### config.mk
export PLATFORM = sky130hd
export DESIGN_NAME = imem_loader
export DESIGN_NICKNAME = d
export VERILOG_FILES = /design/src/rtl/imem_loader.sv
export SDC_FILE = /design/constraint.sdc
export NUM_CORES = 1
export LEC_CHECK = 0
export ABC_AREA = 1
export BUFFER_PORTS_ARGS = -buffer_cell sky130_fd_sc_hd__buf_2
export CORE_MARGIN = 2
export CORE_UTILIZATION = 52
export DETAILED_ROUTE_END_ITERATION = 8
export GPL_TIMING_DRIVEN = 0
export PLACE_DENSITY = 0.78
export SLEW_MARGIN = 40
export SYNTH_ARGS = -nofsm -noshare
export SYNTH_HDL_FRONTEND = slang
export SYNTH_SLANG_ARGS = --single-unit
### constraint.sdc
create_clock -name CLK -period 3.4 [get_ports CLK]
set_input_delay 0.17 -clock CLK [delete_from_list [all_inputs] [get_ports CLK]]
set_output_delay 0.17 -clock CLK [all_outputs]
set_load 0.02 [all_outputs]
### src/rtl/imem_loader.sv
// Byte-stream instruction-memory loader: packs big-endian bytes into 32-bit writes.
// Optional trailing checksum byte check enabled by IMEM_LOADER_CHECKSUM_EN.
module imem_loader #(
  parameter int IMEM_WORDS = 256
) (
  input  logic        CLK,
  input  logic        RST,
  input  logic        start,
  input  logic [7:0]  len,
  input  logic        in_valid,
  input  logic [7:0]  in_data,
  output logic        in_ready,
  output logic        we,
  output logic [31:0] waddr,
  output logic [31:0] wdata,
  output logic        busy,
  output logic        done,
  output logic        err
);

  localparam logic [31:0] ADDR_LAST = 32'(IMEM_WORDS * 4 - 4);

`ifdef IMEM_LOADER_CHECKSUM_EN
  typedef enum logic [1:0] {S_IDLE, S_LOAD, S_CHK, S_DONE} state_t;
`else
  typedef enum logic [1:0] {S_IDLE, S_LOAD, S_DONE} state_t;
`endif

  state_t      state_q, state_d;
  logic [7:0]  cnt_q, cnt_d;
  logic [1:0]  bidx_q, bidx_d;
  logic [23:0] asm_q, asm_d;
  logic [31:0] addr_q, addr_d;
  logic        we_q, we_d;
  logic [31:0] waddr_q, waddr_d;
  logic [31:0] wdata_q, wdata_d;
  logic        acc;
`ifdef IMEM_LOADER_CHECKSUM_EN
  logic [7:0]  sum_q, sum_d;
  logic        err_q, err_d;
`endif

  always_ff @(posedge CLK or posedge RST) begin
    if (RST) begin
      state_q <= S_IDLE;
      cnt_q   <= '0;
      bidx_q  <= '0;
      asm_q   <= '0;
      addr_q  <= '0;
      we_q    <= 1'b0;
      waddr_q <= '0;
      wdata_q <= '0;
`ifdef IMEM_LOADER_CHECKSUM_EN
      sum_q   <= '0;
      err_q   <= 1'b0;
`endif
    end else begin
      state_q <= state_d;
      cnt_q   <= cnt_d;
      bidx_q  <= bidx_d;
      asm_q   <= asm_d;
      addr_q  <= addr_d;
      we_q    <= we_d;
      waddr_q <= waddr_d;
      wdata_q <= wdata_d;
`ifdef IMEM_LOADER_CHECKSUM_EN
      sum_q   <= sum_d;
      err_q   <= err_d;
`endif
    end
  end

  always_comb begin
    state_d = state_q;
    cnt_d   = cnt_q;
    bidx_d  = bidx_q;
    asm_d   = asm_q;
    addr_d  = addr_q;
    we_d    = 1'b0;
    waddr_d = waddr_q;
    wdata_d = wdata_q;
`ifdef IMEM_LOADER_CHECKSUM_EN
    sum_d   = sum_q;
    err_d   = err_q;
`endif
    acc = in_valid && in_ready;
    case (state_q)
      S_IDLE, S_DONE: begin
        if (start) begin
          cnt_d   = len;
          bidx_d  = '0;
          addr_d  = '0;
`ifdef IMEM_LOADER_CHECKSUM_EN
          sum_d   = '0;
          err_d   = 1'b0;
`endif
          state_d = (len != 8'd0) ? S_LOAD : S_DONE;
        end
      end
      S_LOAD: begin
        if (acc) begin
`ifdef IMEM_LOADER_CHECKSUM_EN
          sum_d  = sum_q + in_data;
`endif
          bidx_d = bidx_q + 2'd1;
          asm_d  = {asm_q[15:0], in_data};
          // Fourth byte: the write is registered, so it lands while the next word streams in.
          if (bidx_q == 2'd3) begin
            we_d    = 1'b1;
            waddr_d = addr_q;
            wdata_d = {asm_q, in_data};
            addr_d  = (addr_q == ADDR_LAST) ? 32'd0 : addr_q + 32'd4;
            cnt_d   = cnt_q - 8'd1;
            if (cnt_q == 8'd1) begin
`ifdef IMEM_LOADER_CHECKSUM_EN
              state_d = S_CHK;
`else
              state_d = S_DONE;
`endif
            end
          end
        end
      end
`ifdef IMEM_LOADER_CHECKSUM_EN
      S_CHK: begin
        if (acc) begin
          err_d   = (in_data != sum_q);
          state_d = S_DONE;
        end
      end
`endif
      default: state_d = S_IDLE;
    endcase
  end

`ifdef IMEM_LOADER_CHECKSUM_EN
  assign in_ready = (state_q == S_LOAD) || (state_q == S_CHK);
  assign err      = err_q;
`else
  assign in_ready = (state_q == S_LOAD);
  assign err      = 1'b0;
`endif
  assign busy  = in_ready;
  assign done  = (state_q == S_DONE);
  assign we    = we_q;
  assign waddr = waddr_q;
  assign wdata = wdata_q;

endmodule

== Word level (Yosys, flattened, before mapping) ==
Cells that the tools add are included.

* Flip-flop bits (word level): 133
* Latch bits: 0
* RAM bits: 0
* Bits in read-only memories: 0
* Input port bits: 20
* Logic and storage cells: 51
* Memories kept: 0

* $add $sub $neg: 3
* $mul: 0
* Divide/modulo/power cells: 0
* $lt $le $gt $ge: 0
* Eq/ne operators: 9
* Shift operators: 0
* Muxes and demuxes: 21
* Bitwise operators: 0
* Reduce and logical (&&, ||, !) cells: 10

{| class="wikitable"
|+ Operator list
! cell !! number
|-
| $mux W32 || 4
|-
| $pmux W32 S2 || 1
|-
| $add A32 B3 Y32 const B || 1
|-
| $eq A32 B10 Y1 const B || 1
|-
| $mux W8 || 3
|-
| $pmux W8 S2 || 1
|-
| $mux W2 || 7
|-
| $eq A8 B1 Y1 const B || 1
|-
| $pmux W2 S2 || 2
|-
| $reduce_and A4 Y1 || 2
|-
| $reduce_bool A8 Y1 || 1
|-
| $sub A8 B1 Y8 const B || 1
|-
| $ne A2 B1 Y1 const B || 3
|-
| $reduce_and A3 Y1 || 2
|-
| $eq A2 B2 Y1 const B || 2
|-
| $mux W1 || 3
|-
| $add A2 B1 Y2 const B || 1
|-
| $eq A2 B1 Y1 const B || 1
|-
| $logic_not A2 Y1 || 1
|-
| $ne A2 B2 Y1 const B || 1
|-
| $reduce_and A2 Y1 || 1
|-
| $reduce_bool A2 Y1 || 1
|-
| $reduce_or A2 Y1 || 1
|-
| $logic_and A1 B1 Y1 || 1
|}

== Logic depth before layout (Yosys ltp) ==
* Word-level depth: 5
* Gate-level depth with buffers: 11
* Gate-level depth less buffers: 9

== Worst setup path after synthesis ==
Ideal clock, no wire load.

* Kind: register to register
* Start point: reg addr_q[3]
* End point: reg addr_q[26]
* Setup time: 0.121 ns
* Data arrival time: 1.453 ns
* Slack: 1.825 ns
* Cell stages (with the launch flop): 10
* Period minus slack after synthesis: 1.575 ns
* Cells stage by stage: dfrtp_1 > ha_1 > nand2_1 > nor2_1 > nand3_1 > nor2_1 > nand2_1 > a21oi_2 > buf_2 > nor2_1

* Word-level cells in the longest chain between the ends: 5
* Elaborated cells between the ends (all ways): 6
* Classes of those cells: 1 x add/sub; 1 x eq/ne; 4 x mux

{| class="wikitable"
|+ Ends and longest elaborated chain
! element !! RTL line !! RTL
|-
| from (decl) || 33 || <nowiki>logic [31:0] addr_q, addr_d;</nowiki>
|-
| from (signal assigned) || 62 || <nowiki>addr_q <= addr_d;</nowiki>
|-
| $add A32 B3 Y32 / $eq A32 B10 Y1 (equally long branches) || 112 || <nowiki>addr_d = (addr_q == ADDR_LAST) ? 32'd0 : addr_q + 32'd4;</nowiki>
|-
| $mux W32 (*) || 112 ||
|-
| $mux W32 (*) || 108 || <nowiki>if (bidx_q == 2'd3) begin</nowiki>
|-
| $mux W32 (*) || 101 || <nowiki>if (acc) begin</nowiki>
|-
| $pmux W32 S2 (*) || 87 || <nowiki>case (state_q)</nowiki>
|}

Every way passes the cells marked *; elsewhere a longest branch is shown, timed or not. The select of a mux whose other input is x is not followed.
A chain may end at the register's enable or synchronous reset.

== Worst setup path in the final report ==
* Start point: reg state_q[0]
* End point: out in_ready

* Word-level cells in the longest chain between the ends: 1

{| class="wikitable"
|+ Ends and longest elaborated chain
! element !! RTL line !! RTL
|-
| from (decl) || 29 || <nowiki>state_t state_q, state_d;</nowiki>
|-
| from (signal assigned) || 58 || <nowiki>state_q <= state_d;</nowiki>
|-
| $eq A2 B1 Y1 || 140 || <nowiki>assign in_ready = (state_q == S_LOAD);</nowiki>
|-
| to (decl) || 12 || <nowiki>output logic in_ready,</nowiki>
|}

Every way passes these cells.

==> summary.txt <==
Run status
  – Status: finished clean

Die
  – Die X: between 100 and 150 um
  – DIE AREA: 12500 um^2
  – Die height: 112 um
  – Initial Util: roughly 53%
  – I/O pin cnt: roughly 90
  – Core area: 11400 um^2
  – Num rows: 39

Synth
  – Sequential share of the synthesized area: between 50% and 60%
  – Syn. warnings: 0
  – Count of different cell masters after synthesis: 30
  – Synth area leader: dfrtp_1
  – Yosys top cell area share: 53.6%
  – Post-Syn Instances: 760
  – Asr flop ratio synth: 100%
  – Main synth FF type: dfrtp_1
  – EDFF count, synth: 0
  – Flops & latches, synth: between 100 and 150
  – Synthesized area: between 6000 and 7000 um^2
  – Synth area leaders: dfrtp_1 54%, nand2_1 16%, nor2_1 5.2%
  – Avg Inst Size Synth: 7.93 um^2

Worst setup path
  – Req. time, crit path: approximately 3.2 ns
  – CP Capture Type: primary output
  – Highest-delay cell along the critical path: buf_1
  – Max FO, Critical Path: 11
  – Startpoint types: flop
  – Crit Path Category: reg2out
  – Largest delay share family, worst path: buffers and inverters
  – CP bufs+invs: 4
  – CP arrival: roughly 2 ns
  – Slowest stage delay, CP: 0.52 ns
  – Critical-path cell list: inv_2 -> nor2_4 -> buf_1 -> buf_4 -> buf_2

STA
  – Post-route clock period utilization: ~65%
  – Max-slew headroom: 57.9%
  – Final hold viol count: 0
  – Final setup TNS: 0 ns
  – Hold_ws: 0.0361 ns
  – Clock Skew: 0.0109 ns
  – Min Tclk post-route: roughly 2.2 ns
  – RSZ-0062 raised after global routing: false
  – Final setup violation count: 0
  – Worst-margin pin slew: about 0.63 ns
  – Maximum clock frequency: 456 MHz
  – Slew Limit Fails: 0

Routing
  – Via count: about 5400
  – Routed Antenna Nets: 0
  – Routed WL per cell: 15.0 um
  – DRC viols: 0
  – Drt initial violations: 420
  – Drt total wl: about 15000 um
  – Vias per cell: approximately 5.2
  – Detailed Routing Iterations Pass 1: 5

Global routing
  – Initial antenna violation count: 0
  – Largest net degree at the start of global routing: 26
  – Vias in the first global route: between 5000 and 6000
  – GRT Overall Usage: 26.2%
  – First-pass GRT wire length: 25600 um
  – Total gr overflow: 0

Layout
  – Final nets: 905
  – Layout cells sized above 1: between 10% and 20%
  – P&R area growth vs syn: 25.4%
  – Post-route cell area: 7550 um^2
  – Number of antenna diodes: 0

Pwr
  – Static Leak: 3.86 nW
  – Tot Pwr: between 7 and 8 mW
  – Pwr dens: 936 nW/um^2
  – Peak VDD IR: roughly 0.6 mV

Clocking
  – TritonCTS buffer count: 17
  – H-tree levels: 4
  – Worst skew pair latency: 0.43 ns
  – Clock sink total: 129
  – Clock buffer depth: 2
  – Postcts setup bufs: 0
  – CTS root buffer: clkbuf_16
  – CTS tree: yes
  – CTS clock-pin slew for the worst setup and hold paths: approximately 0.060 ns

Hold path
  – Hold crit path type: in2reg

Place
  – Gp weighted congestion: around 0.95
  – PortBufs: 85
  – Hpwl dp: 11200 um
  – Area of placed instances: 6800 um^2

Job
  – Maxcap violations: 0
-- power breakdown --
group	switching (mW)	internal, mW
clock network	0.686	1.40
registers	0.393	2.14
logic	1.69	0.774
-- registers in the layout (all words and copies together) (netlist names) --
signal,count
asm_q,24
wdata,32
addr_q,30
bidx_q,2
cnt_q,8
state_q,2
we,1
waddr,30
-- metrics by stage --
stage	util (%)	cells	setup WS, ns
floorplan	-	762	1.63
global placement	58.4	990	0.845
detailed placement	59.8	996	1.28
CTS	66.4	1036	1.19
global route	66.4	1036	1.10
finish	66.4	1036	1.21
-- cells in the final DEF (no fill, tap or decap), drive strengths merged --
cell	count
nand3	21
xnor2	1
o31ai	1
nand2	257
clkinvlp	2
bufinv	6
o211ai	1
or2	2
a22o	1
buf	114
nand3b	2
nand4	22
o22ai	1
dfrtp	129
xor2	8
clkbuf	27
o21a	1
dlygate4sd3	8
nor2	87
a21oi	9
clkinv	5
conb	3
ha	5
inv	82
o21ai	97
nor3	1
-- cell usage after synthesis (2+ instances only) --
library cell,instances
inv_2,4
nand3_1,21
buf_6,2
inv_1,79
nand3b_1,2
nand2_1,257
xor2_1,8
nor2_1,84
ha_1,5
clkbuf_1,7
o21ai_1,40
nor2_8,2
or2_2,2
nand4_1,22
buf_2,14
buf_4,4
a21oi_1,8
o21ai_0,57
dfrtp_1,129
buf_1,3
-- worst register-to-register path, delay by kind of cell, from the launching register on --
kind            cells  cell delay, ns
compound gates      1            0.53
fa+ha+maj           1            0.19
buf+inv             2            0.43
flops               1            0.37
simple gates        3            0.52
-- worst paths after layout --
path / from / cells past startpoint / endpoint / slack, ns
worst max-delay path: state_q[0] / 5 / in_ready / 1.21
worst min-delay path: len[1] / 3 / cnt_q[1] / 0.04
worst max register to register: bidx_q[0] / 7 / addr_q[11] / 1.25
worst min register to register: wdata[7] / 2 / wdata[7] / 0.47
max in group asynchronous: RST / 7 / waddr[21] / 2.13
min in group asynchronous: RST / 3 / wdata[27] / 0.30
-- logic make-up (layout without fill, tap and decap cells) --
group | count (synthesis) | count (layout) | share of synthesized area [%]
simple gates | 392 | 392 | 26.7
flops | 129 | 129 | 53.6
buf+inv | 113 | 244 | 7.83
compound gates | 111 | 111 | 9.49
xor+xnor | 9 | 9 | 1.31
fa+ha+maj | 5 | 5 | 1.04
other cells | 1 | 3 | 0.0623
-- layout make-up --
class                      count  area [um^2]
buffer                        30          160
clock buffer                  20          447
clock inverter                12          231
fill                         944         3810
inverter                      83          315
multi-input combinational    520         2330
sequential                   129         3230
tap                          143          179
timing repair buffer          99          663
-- metal layers --
| layer | vias up | GRT usage, % | wire length (um) |
|---|---|---|---|
| li1 | 2634 | - | - |
| met1 | 2562 | 35.1 | 6710 |
| met2 | 203 | 42.9 | 7580 |
| met3 | 25 | 5.06 | 920 |
| met4 | 0 | 9.47 | 291 |
| met5 | - | 0 | 0 |
-- what timing repair did --
| action | 4_1_cts | 5_1_grt |
|---|---|---|
| gates resized for setup | 0 | 0 |
| hold buffers | 8 | 0 |
| endpoints found under the setup margin | 0 | 0 |
| hold endpoints to repair | 29 | 0 |
Power figures use the tool's default switching activity.
